===== src/rtl/pc_fetch_unit.sv =====
// Instruction-fetch stage: program counter, next-PC selection (sequential, branch, jump) and the
// IF/ID pipeline register with stall/flush, plus a saturating debug fetch counter.
module pc_fetch_unit #(
  parameter int unsigned ADDR_W   = 7,
  parameter int unsigned RESET_PC = 0,
  parameter int unsigned CNT_W    = 16
) (
  input  logic              clk,
  input  logic              reset,
  input  logic              stall,
  input  logic              branch_taken,
  input  logic [15:0]       branch_offset,
  input  logic              jump,
  input  logic [25:0]       jump_target,
  input  logic [31:0]       instruction,
  output logic [ADDR_W-1:0] read_addr,
  output logic [31:0]       if_instruction,
  output logic [ADDR_W-1:0] if_pc_plus4,
  output logic              if_valid,
  output logic [CNT_W-1:0]  fetch_count
);

  localparam logic [31:0]       RESET_PC_V = RESET_PC;
  localparam logic [ADDR_W-1:0] RST_PC     = {RESET_PC_V[ADDR_W-1:2], 2'b00};

  logic [ADDR_W-1:0] r_pc,    w_pc_d;
  logic [31:0]       r_ins,   w_ins_d;
  logic [ADDR_W-1:0] r_pc4,   w_pc4_d;
  logic              r_valid, w_valid_d;
  logic [CNT_W-1:0]  r_cnt,   w_cnt_d;

  logic [ADDR_W-1:0] w_pc_plus4;
  logic [31:0]       w_off_ext;
  logic [ADDR_W-1:0] w_br_tgt;
  logic [ADDR_W-1:0] w_jmp_tgt;
  logic              w_do_jump;
  logic              w_do_branch;
  logic              w_unused;

  assign w_pc_plus4  = r_pc + ADDR_W'(4);
  // Word offset scaled to bytes; only the low ADDR_W bits matter after wrap-around.
  assign w_off_ext   = {{14{branch_offset[15]}}, branch_offset, 2'b00};
  assign w_br_tgt    = r_pc4 + w_off_ext[ADDR_W-1:0];
  assign w_jmp_tgt   = {jump_target[ADDR_W-3:0], 2'b00};
  // Redirects only apply to a real instruction sitting in IF/ID.
  assign w_do_jump   = r_valid & jump;
  assign w_do_branch = r_valid & branch_taken;
  assign w_unused    = ^{jump_target[25:ADDR_W-2], w_off_ext[31:ADDR_W]};

  always_comb begin
    w_pc_d    = r_pc;
    w_ins_d   = r_ins;
    w_pc4_d   = r_pc4;
    w_valid_d = r_valid;
    w_cnt_d   = r_cnt;
    if (w_do_jump) begin
      w_pc_d    = w_jmp_tgt;
      w_ins_d   = '0;
      w_valid_d = 1'b0;
    end else if (w_do_branch) begin
      w_pc_d    = w_br_tgt;
      w_ins_d   = '0;
      w_valid_d = 1'b0;
    end else if (!stall) begin
      w_pc_d    = w_pc_plus4;
      w_ins_d   = instruction;
      w_pc4_d   = w_pc_plus4;
      w_valid_d = 1'b1;
      if (r_cnt != {CNT_W{1'b1}}) begin
        w_cnt_d = r_cnt + CNT_W'(1);
      end
    end
  end

  always_ff @(posedge clk or posedge reset) begin
    if (reset) begin
      r_pc    <= RST_PC;
      r_ins   <= '0;
      r_pc4   <= '0;
      r_valid <= 1'b0;
      r_cnt   <= '0;
    end else begin
      r_pc    <= w_pc_d;
      r_ins   <= w_ins_d;
      r_pc4   <= w_pc4_d;
      r_valid <= w_valid_d;
      r_cnt   <= w_cnt_d;
    end
  end

  assign read_addr      = r_pc;
  assign if_instruction = r_ins;
  assign if_pc_plus4    = r_pc4;
  assign if_valid       = r_valid;
  assign fetch_count    = r_cnt;

endmodule

===== config.mk =====
export PLATFORM = sky130hd
export DESIGN_NAME = pc_fetch_unit
export DESIGN_NICKNAME = d
export VERILOG_FILES = /design/src/rtl/pc_fetch_unit.sv
export SDC_FILE = /design/constraint.sdc
export NUM_CORES = 1
export LEC_CHECK = 0
export ABC_AREA = 1
export CAP_MARGIN = 20
export CORE_MARGIN = 2
export CORE_UTILIZATION = 41
export CTS_CLUSTER_SIZE = 12
export DETAILED_ROUTE_END_ITERATION = 8
export PLACE_DENSITY = 0.8
export SLEW_MARGIN = 0
export SYNTH_ARGS = -nofsm -noshare
export SYNTH_HDL_FRONTEND = slang
export SYNTH_SLANG_ARGS = --single-unit

===== constraint.sdc =====
create_clock -name clk -period 2.8 [get_ports clk]
set_clock_uncertainty 0.1 [all_clocks]
set_input_delay 0.56 -clock clk [delete_from_list [all_inputs] [get_ports clk]]
set_output_delay 0.56 -clock clk [all_outputs]
set_load 0.005 [all_outputs]

==> impl_metrics.json, run 1 <==
{
  "multi_input_area_um2": 1290,
  "synth.distinct_cells": 29,
  "ys_ff_latch": 63,
  "worstMarginPinSlew_ns": 0.497,
  "setup-violations-final": 0,
  "crit_path_end_kind": "register",
  "arrival_ns": 2.18,
  "synth-xor-area-share_pct": 3.72,
  "ys_top_cells_by_count": "nand2_1 (100), dfrtp_1 (63), a22o_1 (32), inv_1 (25)",
  "period_needed_ns": 2.05,
  "start_util_pct": 42.1,
  "crit_path_max_fanout": 2,
  "synth.most_common_cell": "nand2_1",
  "status": "completed",
  "hold_class": "register to register",
  "hold_violations": 0,
  "wl_per_cell_um": 13.5,
  "setup_tns_ns": 0,
  "overflow": 0,
  "synth_top_family_by_area": "simple AND/OR/NAND/NOR gates",
  "crit_path_start_kind": "input port",
  "ir_worst_vdd_mv": 0.372,
  "crit_slowest_cell": "clkdlybuf4s50_1",
  "synth_edf_count": 0,
  "synth_top_area_share_pct": 51.6,
  "fin_area_um2": 4470,
  "async_flop_share_pct": 100,
  "max-slew-margin-rel_pct": 66.8,
  "cts.clk_slew.worst_paths_ns": 0.08,
  "muxShareOfSynthArea_pct": 0,
  "num_vias": 2625,
  "synth_area_leader_cell": "dfrtp_1",
  "hpwlAfterDp_um": 5400,
  "cts_buffers": 9,
  "cts_hold_buf": 0,
  "place.gp.congestion": 0.894,
  "diodes": 0,
  "yosys_warnings": 0,
  "die-area_um2": 8160,
  "grt.total_usage_pct": 18.8,
  "synth.cell_area_um2": 3060,
  "coreArea_um2": 7250,
  "critical_path_class": "input port to register",
  "nets": 525,
  "die_w_um": 90.3,
  "grt_max_degree": 43,
  "drcViolationCount": 0,
  "first_pass_iters": 4,
  "rsz0062_at_grt": "no",
  "detail-route-antenna-nets": 0,
  "netlist_instances": 328,
  "regArea_um2": 1580,
  "cts_tree": "done",
  "port_buffers": 109,
  "clock_path_buffers": 2,
  "drive_above_1_share_pct": 8.11,
  "routed_wl_um": 7350,
  "cp_num_buf_inv": 3,
  "grt_pass1_vias": 2621,
  "synth.avg_cell_area_um2": 9.32,
  "synth_area_leaders": "dfrtp_1 (52%), nand2_1 (12%), a22o_1 (9.2%)",
  "dieHeight_um": 90.3,
  "num_rows": 31,
  "place_area_um2": 4240,
  "cts.htree.levels": 3,
  "area_delta_synth_final_pct": 46.3,
  "vias_per_cell": 4.83,
  "max_freq_mhz": 489,
  "crit_family": "buffers and inverters",
  "crit_top_cell": "nand2_1",
  "synth_nets": 414,
  "fin_crit_sh_pct": 73.1,
  "slowest_delay_ns": 0.46,
  "slew_violations": 0,
  "power.density_nw_per_um2": 817,
  "clock_latency_ns": 0.34,
  "first_iter_violations": 105,
  "fillers": 618,
  "synth-compound-area-share_pct": 13.3,
  "grt_pass1_wl_um": 12500,
  "synth-adder-area-share_pct": 3.11,
  "required_ns": 2.94,
  "path_cells": "clkdlybuf4s50_1 > ha_1 > inv_1 > fa_1 > inv_1 > nand2_1 > nand2_1 > nand3_1 > nand3_1 > nand2_1 > nand2_1 > nand2_1",
  "yosysSeqAreaShare_pct": 51.6,
  "ctsResizeCount": 0,
  "drv_cap": 0,
  "ioPinCount": 142,
  "p_leak_nw": 2.03,
  "clkSinkCount": 63,
  "root_buffer": "clkbuf_8",
  "antenna_found_initial": 0,
  "synthSimpleGateAreaFrac_pct": 22.2,
  "ys.flop_type": "dfrtp_1",
  "postCtsSetupRepairBufs": 0
}
## per-layer routing
metal | part of all wire (%) | GRT usage, %
met2 | 49 | 29.4
met3 | 4.6 | 3.92
met4 | 1.7 | 9.23
met5 | 0 | 0
met1 | 45 | 24.9
## power by group
group / internal, W / switching, W
registers: 0.00113 / 0.000227
logic: 0.000762 / 0.000626
clock network: 0.000548 / 0.000357
## through the flow
| stage | power [W] | utilization [%] | hold WS, ns | setup WS, ns | instances |
|---|---|---|---|---|---|
| floorplan | 0.00205 | - | 0.376 | 0.570 | 328 |
| global placement | 0.00271 | 58.4 | 0.382 | 0.421 | 527 |
| detailed placement | 0.00276 | 58.4 | 0.381 | 0.390 | 527 |
| CTS | 0.00369 | 61.6 | 0.404 | 0.762 | 543 |
| global route | 0.00389 | 61.6 | 0.420 | 0.600 | 543 |
| finish | 0.00365 | 61.6 | 0.401 | 0.754 | 543 |
## logic make-up after synthesis
| logic type | after synthesis |
|---|---|
| fa+ha+maj | 7 |
| xor+xnor | 13 |
| simple gates | 149 |
| flops | 63 |
| buf+inv | 40 |
| compound gates | 56 |
## worst paths after layout
path                       cells past startpoint                              to  slack, ns                           from
setup / recovery                              12        read_addr[6]$_DFFE_PP0P_       0.75               branch_offset[0]
hold / removal                                 1   if_instruction[1]$_DFFE_PP0P_       0.40  if_instruction[1]$_DFFE_PP0P_
setup reg to reg                              11        read_addr[6]$_DFFE_PP0P_       1.00     if_pc_plus4[2]$_DFFE_PP0P_
hold reg to reg                                1   if_instruction[1]$_DFFE_PP0P_       0.40  if_instruction[1]$_DFFE_PP0P_
max in group asynchronous                      3  if_instruction[21]$_DFFE_PP0P_       1.53                          reset
min in group asynchronous                      2      fetch_count[8]$_DFFE_PP0P_       0.47                          reset
## state kept, by name, summed over array words and instances (netlist names)
name / count
if_instruction: 32
fetch_count: 16
if_pc_plus4: 7
read_addr: 7
if_valid: 1
## cell usage in the layout (no fill, tap or decap)
cell type and instances:
a21oi_1 2, a22o_1 32, buf_12 2, bufinv_16 2, clkbuf_8 11, clkdlybuf4s50_1 109
clkinv_2 1, clkinvlp_4 2, dfrtp_1 63, fa_1 1, ha_1 6, inv_1 24
inv_2 3, inv_4 2, nand2_1 100, nand2_2 3, nand2_4 3, nand2_8 1
nand3_1 12, nand3b_1 2, nand4_1 3, nor2_1 19, nor2_4 2, nor2_8 1
nor3_2 1, o211ai_1 1, o21a_1 1, o21ai_0 19, o22ai_1 1, or2_2 2
xnor2_1 11, xor2_1 2
## final cells by class
class	instances	share of cell area [%]
inverter	29	2.55
multi-input combinational	225	28.9
clock inverter	5	1.79
clock buffer	11	3.39
timing repair buffer	111	25.3
sequential	63	35.3
tap	99	2.77
## worst reg2reg max path, stage by stage, from the launching register on
cell and delay, ns:
dfrtp_1 0.42, ha_1 0.20, inv_1 0.06, fa_1 0.38, inv_1 0.06, nand2_1 0.06
nand2_1 0.08, nand3_1 0.08, nand3_1 0.10, nand2_1 0.07, nand2_1 0.06, nand2_1 0.04
Power figures use the tool's default switching activity.
==> inputs of run 2 (changes only) <==
- CORE_UTILIZATION: 41 -> 37
- PLACE_DENSITY: 0.8 -> 0.76
- clock period: 2.8 -> 1.8 ns (I/O delays scaled with it)
==> run 2 against run 1 <==
Utilization is 4.8 points lower. Global-route usage down 1.8 points. Wire length increased by 1.4%. Final area up 2.9%. Worst setup slack got worse by 0.70 ns. First-iteration DRC count up 2.9%. Largest cell class unchanged. Largest power group unchanged.
==> impl_metrics.json, run 2 (synthesized netlist as in run 1, its figures left out) <==
{
  "status": "completed",
  "period_needed_ns": 1.75,
  "fillers": 714,
  "cts_hold_buf": 0,
  "antenna_found_initial": 0,
  "nets": 544,
  "wl_met2_um": 3540,
  "wl_met3_um": 460,
  "port_buffers": 109,
  "grt_max_degree": 37,
  "area_delta_synth_final_pct": 50.5,
  "first_pass_iters": 4,
  "p_leak_nw": 2.09,
  "slew_violations": 0,
  "drive_above_1_share_pct": 14.9,
  "arrival_ns": 1.29,
  "clkSinkCount": 63,
  "root_buffer": "clkbuf_8",
  "p_sw_w": 0.00188,
  "max_freq_mhz": 572,
  "critical_path_class": "register to output port",
  "dieHeight_um": 94.9,
  "hold_class": "input port to asynchronous set/reset pin",
  "crit_path_max_fanout": 4,
  "diodes": 0,
  "largest_register_ffs": 32,
  "p_sw_share_pct": 32.9,
  "detail-route-antenna-nets": 0,
  "cts.clk_slew.worst_paths_ns": 0.07,
  "power.density_nw_per_um2": 1240,
  "crit_slowest_cell": "clkdlybuf4s50_1",
  "hold_violations": 0,
  "grt_pass1_wl_um": 11700,
  "coreArea_um2": 8090,
  "wl_met1_um": 3330,
  "num_rows": 33,
  "path_cells": "clkdlybuf4s50_1",
  "routed_wl_um": 7450,
  "crit_path_start_kind": "register",
  "vias_per_cell": 4.72,
  "fin_crit_sh_pct": 97.1,
  "clock_path_buffers": 2,
  "cts_buffers": 9,
  "ioPinCount": 142,
  "first_iter_violations": 108,
  "hpwlAfterDp_um": 5480,
  "hold_ws_ns": 0.382,
  "final_common_cell": "clkdlybuf4s50_1",
  "crit_path_end_kind": "output port",
  "p_int_w": 0.00383,
  "multi_input_area_um2": 1300,
  "regArea_um2": 1590,
  "num_vias": 2678,
  "grt_pass1_vias": 2446,
  "place.gp.congestion": 0.877,
  "p_clk_share_pct": 21.3,
  "slowest_delay_ns": 0.54,
  "pwr-share-seq_pct": 36.7,
  "drcViolationCount": 0,
  "die-area_um2": 9000,
  "top_layer": "met4",
  "combPwrFrac_pct": 42.1,
  "overflow": 0,
  "wl_per_cell_um": 13.1,
  "max-slew-margin-rel_pct": 72.9,
  "required_ns": 1.34,
  "crit_family": "buffers and inverters",
  "cp_num_buf_inv": 1,
  "clock_latency_ns": 0.33,
  "grt.total_usage_pct": 17.0,
  "setup_tns_ns": 0,
  "drv_cap": 0,
  "final_cell_mix": "clkdlybuf4s50_1 (107), nand2_1 (100), dfrtp_1 (51)",
  "setup-violations-final": 0,
  "die_w_um": 94.9,
  "cts_tree": "done",
  "cts.htree.levels": 3,
  "ir_worst_vdd_mv": 0.441,
  "worstMarginPinSlew_ns": 0.406,
  "start_util_pct": 37.8
}
==> run 2: changes by cell type in the layout (fill, tap and decap cells not counted), moves of 2 or more <==
cell / previous run / this run
buf_4: 0 / 20
dfrtp_1: 63 / 51
dfrtp_2: 0 / 12
clkdlybuf4s50_1: 109 / 107
inv_1: 24 / 22
==> run 2: layout make-up <==
class / instances / share of cell area (%)
Multi-Input combinational cell: 225 / 28.2
Timing Repair Buffer: 130 / 27.4
Inverter: 29 / 2.56
Tap cell: 105 / 2.86
Clock inverter: 3 / 0.925
Sequential cell: 63 / 34.6
Clock buffer: 12 / 3.37
==> run 2: power groups by stage <==
stage	combinational (W)	sequential, W	clock, W
2_1_floorplan	0.00110	0.00209	0
3_3_place_gp	0.00226	0.00212	0
3_5_place_dp	0.00231	0.00212	0
4_1_cts	0.00232	0.00211	0.00126
5_1_grt	0.00264	0.00213	0.00134
6_report	0.00240	0.00209	0.00122
==> run 2: worst paths after layout <==
kind | end | from | cells past startpoint | slack [ns]
setup / recovery | read_addr[6] | read_addr[6]$_DFFE_PP0P_ | 1 | 0.05
hold / removal | if_instruction[28]$_DFFE_PP0P_ | reset | 3 | 0.38
setup reg to reg | read_addr[6]$_DFFE_PP0P_ | if_pc_plus4[2]$_DFFE_PP0P_ | 12 | 0.11
hold reg to reg | if_instruction[19]$_DFFE_PP0P_ | if_instruction[19]$_DFFE_PP0P_ | 1 | 0.40
max in group asynchronous | fetch_count[5]$_DFFE_PP0P_ | reset | 3 | 0.89
min in group clk | if_instruction[19]$_DFFE_PP0P_ | if_instruction[19]$_DFFE_PP0P_ | 1 | 0.40
==> run 2: routing by layer <==
metal  GRT usage [%]  vias to the layer above
met5               0                        -
met2            26.8                       92
met3            4.55                        9
met4            7.85                        0
li1                -                     1338
met1            21.8                     1239
==> run 2: through the flow <==
step           setup WS, ns  cell area (um^2)  cells  util (%)  total power [W]
6_report             0.0514              4600    567      56.8          0.00571
5_1_grt            -0.00151              4600    567      56.8          0.00611
4_1_cts            0.000412              4540    561      56.2          0.00569
3_5_place_dp         -0.365              4340    546      53.6          0.00443
3_3_place_gp         -0.310              4340    546      53.6          0.00437
2_1_floorplan         0.186              3060    328         -          0.00320
==> run 2: timing repair <==
item                                    CTS  global route
pin swaps                                 0             4
endpoints found under the setup margin    8            14
gates resized for setup                   9             9
buffers inserted                          0             6
==> edit 1 (settings of run 2) <==
The parameter `ADDR_W` goes from 7 to 6.
--- a/src/rtl/pc_fetch_unit.sv
+++ b/src/rtl/pc_fetch_unit.sv
@@ -1,7 +1,7 @@
 // Instruction-fetch stage: program counter, next-PC selection (sequential, branch, jump) and the
 // IF/ID pipeline register with stall/flush, plus a saturating debug fetch counter.
 module pc_fetch_unit #(
-  parameter int unsigned ADDR_W   = 7,
+  parameter int unsigned ADDR_W   = 6,
   parameter int unsigned RESET_PC = 0,
   parameter int unsigned CNT_W    = 16
 ) (
Ports: changed (resized if_pc_plus4 and read_addr); port bits go from 142 to 140. The function was not compared with the original's and may differ.
==> edit 1 against run 2 <==
  * Utilization is 0.33 points lower
  * Combinational power decreased by 13%
  * Via count shrank 4.6%
  * Final area decreased by 4.6%
  * Sequential cell count decreased by 2
  * Synthesized area decreased by 2.7%
  * Wire length shrank 7.3%
  * Critical path depth stayed put
  * Worst hold slack got worse by 33 ps
  * Cell count down 4.9%
  * Sequential power down 4%
  * Setup slack better by 2.7 ps
  * Total power decreased by 11%
  * Largest cell class unchanged
==> edit 1: results (changes against run 2) <==
status: finished clean
number of global-route vias before repair: 2357 (-3.6%)
Crit Reg-Reg Endpoint: read_addr[4]
footprint of the multi-input gates: 0.001249 sq mm (-3.9%)
dpl hpwl: 4889 microns (-11%)
vias per cell: 4.742 (+0.40%)
Clock Power: 1.01 mW (-17%)
total net switching power: 1.655 mW (-12%)
share of post-route cells with drive strength above 1: 0.1327 (-0.01663)
Placed Area: 0.004187 sq mm (-3.4%)
Filler cells: 706 (-1.1%)
worst-case reg-to-reg path depth: 7 (-5)
Yosys cell types: 28 (-3.4%)
Synth area leaders: dfrtp_1 (51%), nand2_1 (13%), a22o_1 (9.4%)
largest net degree at the start of global routing: 62 (+68%)
Reg2Reg Setup Slack: 200 ps (+90 ps)
# clk buffers: 13 (+1)
gr usage total: 0.1616 (-0.008704)
Non-clock inverters: 27 (-6.9%)
peak supply drop: 0.0004639 V (+5.1%)
worst slack at placement: -220.0 ps (+145.3 ps)
Buffers excl. clock: 121 (-6.9%)
#MultiIn Comb: 213 (-5.3%)
grt met1 use: 0.2079 (-0.01050)
drt wl/cell: 12.80 microns (-2.5%)
CP max FO: 7 (+3)
# Taps: 102 (-2.9%)
edit 1: changes by cell type after synthesis, sizes merged, moves of 2 or more:
cell / delta
dfrtp: -2
inv: -2
nand3b: -2
nand4: +3
nor2: -4
o211ai: +2
o21ai: -5
xnor2: -4
edit 1: per-layer routing:
| layer | part of all wire | vias up |
|---|---|---|
| met1 | 0.44 | 1190 |
| met2 | 0.49 | 77 |
| met3 | 0.055 | 10 |
| met5 | 0 | - |
| li1 | - | 1279 |
| met4 | 0.013 | 0 |
edit 1: timing repair:
action | CTS | global route
setup buffers | 0 | 4
gates resized for setup | 4 | 7
setup endpoints to repair | 4 | 10
hold buffers | 0 | 0
edit 1: worst max-delay path by stage:
stage	from	end	cells after the start
2_1_floorplan	fetch_count[0]	fetch_count[8]	9
3_3_place_gp	branch_offset[0]	read_addr[4]	8
3_5_place_dp	branch_offset[0]	read_addr[4]	8
4_1_cts	fetch_count[13]	fetch_count[13]	1
5_1_grt	fetch_count[4]	fetch_count[4]	1
6_report	read_addr[2]	read_addr[2]	1
edit 1: metrics by stage:
stage | instances | util | power [mW] | hold slack (ps)
global route | 539 | 0.5651 | 5.459 | 362.0
finish | 539 | 0.5651 | 5.092 | 349.2
floorplan | 312 | - | 2.988 | 372.3
CTS | 535 | 0.5601 | 5.103 | 369.3
detailed placement | 520 | 0.5390 | 4.056 | 384.8
global placement | 520 | 0.5390 | 4.012 | 381.9
edit 1: logic make-up after synthesis:
logic type	after synthesis	synth area share
adder cells (fa/ha/maj)	6	0.02778
XOR/XNOR	9	0.02652
buffers and inverters	38	0.06650
AND/OR/NAND/NOR	146	0.2298
AO/OA/AOI/OAI	52	0.1359
flip-flops	61	0.5135
==> edit 2 (config.mk and constraints of run 2) <==
Made on the original files. Register the inputs `branch_offset` and `jump_target` before use. The logic sees them one clock later. The other inputs are not delayed to match.
--- a/src/rtl/pc_fetch_unit.sv
+++ b/src/rtl/pc_fetch_unit.sv
@@ -23,6 +23,14 @@
   localparam logic [31:0]       RESET_PC_V = RESET_PC;
   localparam logic [ADDR_W-1:0] RST_PC     = {RESET_PC_V[ADDR_W-1:2], 2'b00};
 
+  logic [15:0] branch_offset_q;
+  logic [25:0] jump_target_q;
+
+  always_ff @(posedge clk) begin
+    branch_offset_q <= branch_offset;
+    jump_target_q   <= jump_target;
+  end
+
   logic [ADDR_W-1:0] r_pc,    w_pc_d;
   logic [31:0]       r_ins,   w_ins_d;
   logic [ADDR_W-1:0] r_pc4,   w_pc4_d;
@@ -39,13 +47,13 @@
 
   assign w_pc_plus4  = r_pc + ADDR_W'(4);
   // Word offset scaled to bytes; only the low ADDR_W bits matter after wrap-around.
-  assign w_off_ext   = {{14{branch_offset[15]}}, branch_offset, 2'b00};
+  assign w_off_ext   = {{14{branch_offset_q[15]}}, branch_offset_q, 2'b00};
   assign w_br_tgt    = r_pc4 + w_off_ext[ADDR_W-1:0];
-  assign w_jmp_tgt   = {jump_target[ADDR_W-3:0], 2'b00};
+  assign w_jmp_tgt   = {jump_target_q[ADDR_W-3:0], 2'b00};
   // Redirects only apply to a real instruction sitting in IF/ID.
   assign w_do_jump   = r_valid & jump;
   assign w_do_branch = r_valid & branch_taken;
-  assign w_unused    = ^{jump_target[25:ADDR_W-2], w_off_ext[31:ADDR_W]};
+  assign w_unused    = ^{jump_target_q[25:ADDR_W-2], w_off_ext[31:ADDR_W]};
 
   always_comb begin
     w_pc_d    = r_pc;
Check against the original RTL: not equivalent (Yosys sat finds a counterexample within 4 cycles, from zero or initial values and one cycle with reset high).
==> edit 2 against run 2 <==
  * Final area rose by 8.0%
  * Largest cell class unchanged
  * Utilization rose by 0.67 points
  * Wire length rose by 12%
  * Setup slack got worse by 1.7 ps
  * Total power rose by 4.6%
  * Sequential cell count rose by 10
  * Synthesized area rose by 7.2%
  * Synthesized cell count rose by 8.5%
  * Count of clock-buffer cells in the layout fell by 3
  * Critical path type unchanged
  * Critical path depth did not move
==> edit 2: results (changes against run 2) <==
status: finished clean
register area share after synthesis: 0.5420 (+0.02623)
Worst path max stage delay: 510 ps (-30 ps)
clock-pin slew on the worst setup and hold paths: 90 ps (+20 ps)
Post-synth top cells: nand2_1 (116), dfrtp_1 (63), a22o_1 (32)
GP Congestion: 0.8612 (-1.8%)
Yosys cell types: 26 (-10%)
I/O Buffers: 109 (unchanged)
Via Count: 2948 (+10%)
nets@finish: 590 (+8.5%)
largest net degree at the start of global routing: 64 (+73%)
asr flop ratio synth: 0.8630 (-0.1370)
worst slack at placement: -166.3 ps (+199.1 ps)
gr usage total: 0.1769 (+0.006582)
peak supply drop: 0.0006553 V (+48%)
Post-Syn Nets: 442 (+6.8%)
first-pass GRT wire length: 13560 microns (+16%)
# diodes: 0 (unchanged)
Synth area leaders: dfrtp_1 (48%), nand2_1 (13%), a22o_1 (8.5%)
DRT Wirelength: 8369 microns (+12%)
worst skew pair latency: 350 ps (+20 ps)
share of post-route cells with drive strength above 1: 0.1631 (+0.01371)
Lkg Pwr: 2.298 nW (+9.8%)
First DRT Iteration DRCs: 83 (-23%)
Worst-Margin Slew: 563.3 ps (+157.1 ps)
==> edit 2: cell count changes after synthesis, sizes merged, moves of 2 or more <==
| cell | run 2 | this run |
|---|---|---|
| xnor2 | 11 | 7 |
| nand3b | 2 | 0 |
| inv | 29 | 33 |
| nand4 | 3 | 6 |
| dfxtp | 0 | 10 |
| nand3 | 12 | 16 |
| nand2 | 107 | 119 |
| nor2 | 22 | 25 |
==> edit 2: cells by family after synthesis <==
logic type / after synthesis / synth area share
buffers and inverters: 44 / 0.05992
AOI/OAI and AO/OA: 56 / 0.1263
xor gates and xnor gates: 9 / 0.02405
adders and majority gates: 7 / 0.02901
DFF: 73 / 0.5420
and+or+nand+nor: 167 / 0.2187
==> edit 2: what timing repair did <==
action,CTS,global route
setup endpoints to repair,12,30
buffers inserted,6,18
pin swaps,0,3
gates resized for setup,6,8
gates cloned,0,0
==> edit 2: power breakdown <==
group          total [mW]  internal (mW)  switching (mW)
clock network        1.21          0.526           0.681
registers            2.28           2.00           0.286
logic                2.48           1.38            1.10
==> edit 2: metrics by stage <==
stage,area [sq um],std cells,setup TNS [ps],hold slack (ps),utilization
2_1_floorplan,3282,356,0,287.7,-
3_3_place_gp,4573,577,-3879,345.3,0.5296
3_5_place_dp,4573,577,-5354,353.6,0.5296
4_1_cts,4812,599,0,337.9,0.5572
5_1_grt,4966,617,-55.37,330.7,0.5751
6_report,4966,617,0,344.4,0.5751
==> edit 2: worst paths after layout <==
kind / slack (ps) / cells past startpoint / endpoint / from
max: 50 / 1 / fetch_count[14] / fetch_count[14]
min: 340 / 3 / fetch_count[11] / reset
max reg2reg: 110 / 11 / read_addr[6] / if_pc_plus4[2]
min reg2reg: 360 / 2 / read_addr[2] / jump_target_q[0]
max in group asynchronous: 960 / 3 / read_addr[5] / reset
min in group clk: 360 / 1 / branch_offset_q[2] / branch_offset[2]
==> edit 2: worst reg2reg max path, stage by stage, from the launching register on <==
cell and delay, ps:
dfrtp_1 380, ha_2 190, inv_1 50, fa_2 330, inv_1 70, nand2_1 60, nand2_1 80, nand3_1 90
nand3_2 90, nand2_1 50, nand2_1 60, nand2_1 40
==> edit 2: cell type report <==
| class | count | area share |
|---|---|---|
| Sequential cell | 73 | 0.3600 |
| Clock inverter | 7 | 0.01260 |
| Tap cell | 108 | 0.02721 |
| Clock buffer | 9 | 0.02494 |
| Timing Repair Buffer | 148 | 0.2847 |
| Inverter | 33 | 0.02570 |
| Multi-Input combinational cell | 239 | 0.2648 |
==> edit 2: routing by layer <==
| layer | vias up | part of all wire | track usage |
|---|---|---|---|
| met3 | 23 | 0.049 | 0.04152 |
| met4 | 0 | 0.032 | 0.08440 |
| met5 | - | 0 | 0 |
| met1 | 1370 | 0.44 | 0.2276 |
| li1 | 1463 | - | - |
| met2 | 92 | 0.48 | 0.2824 |
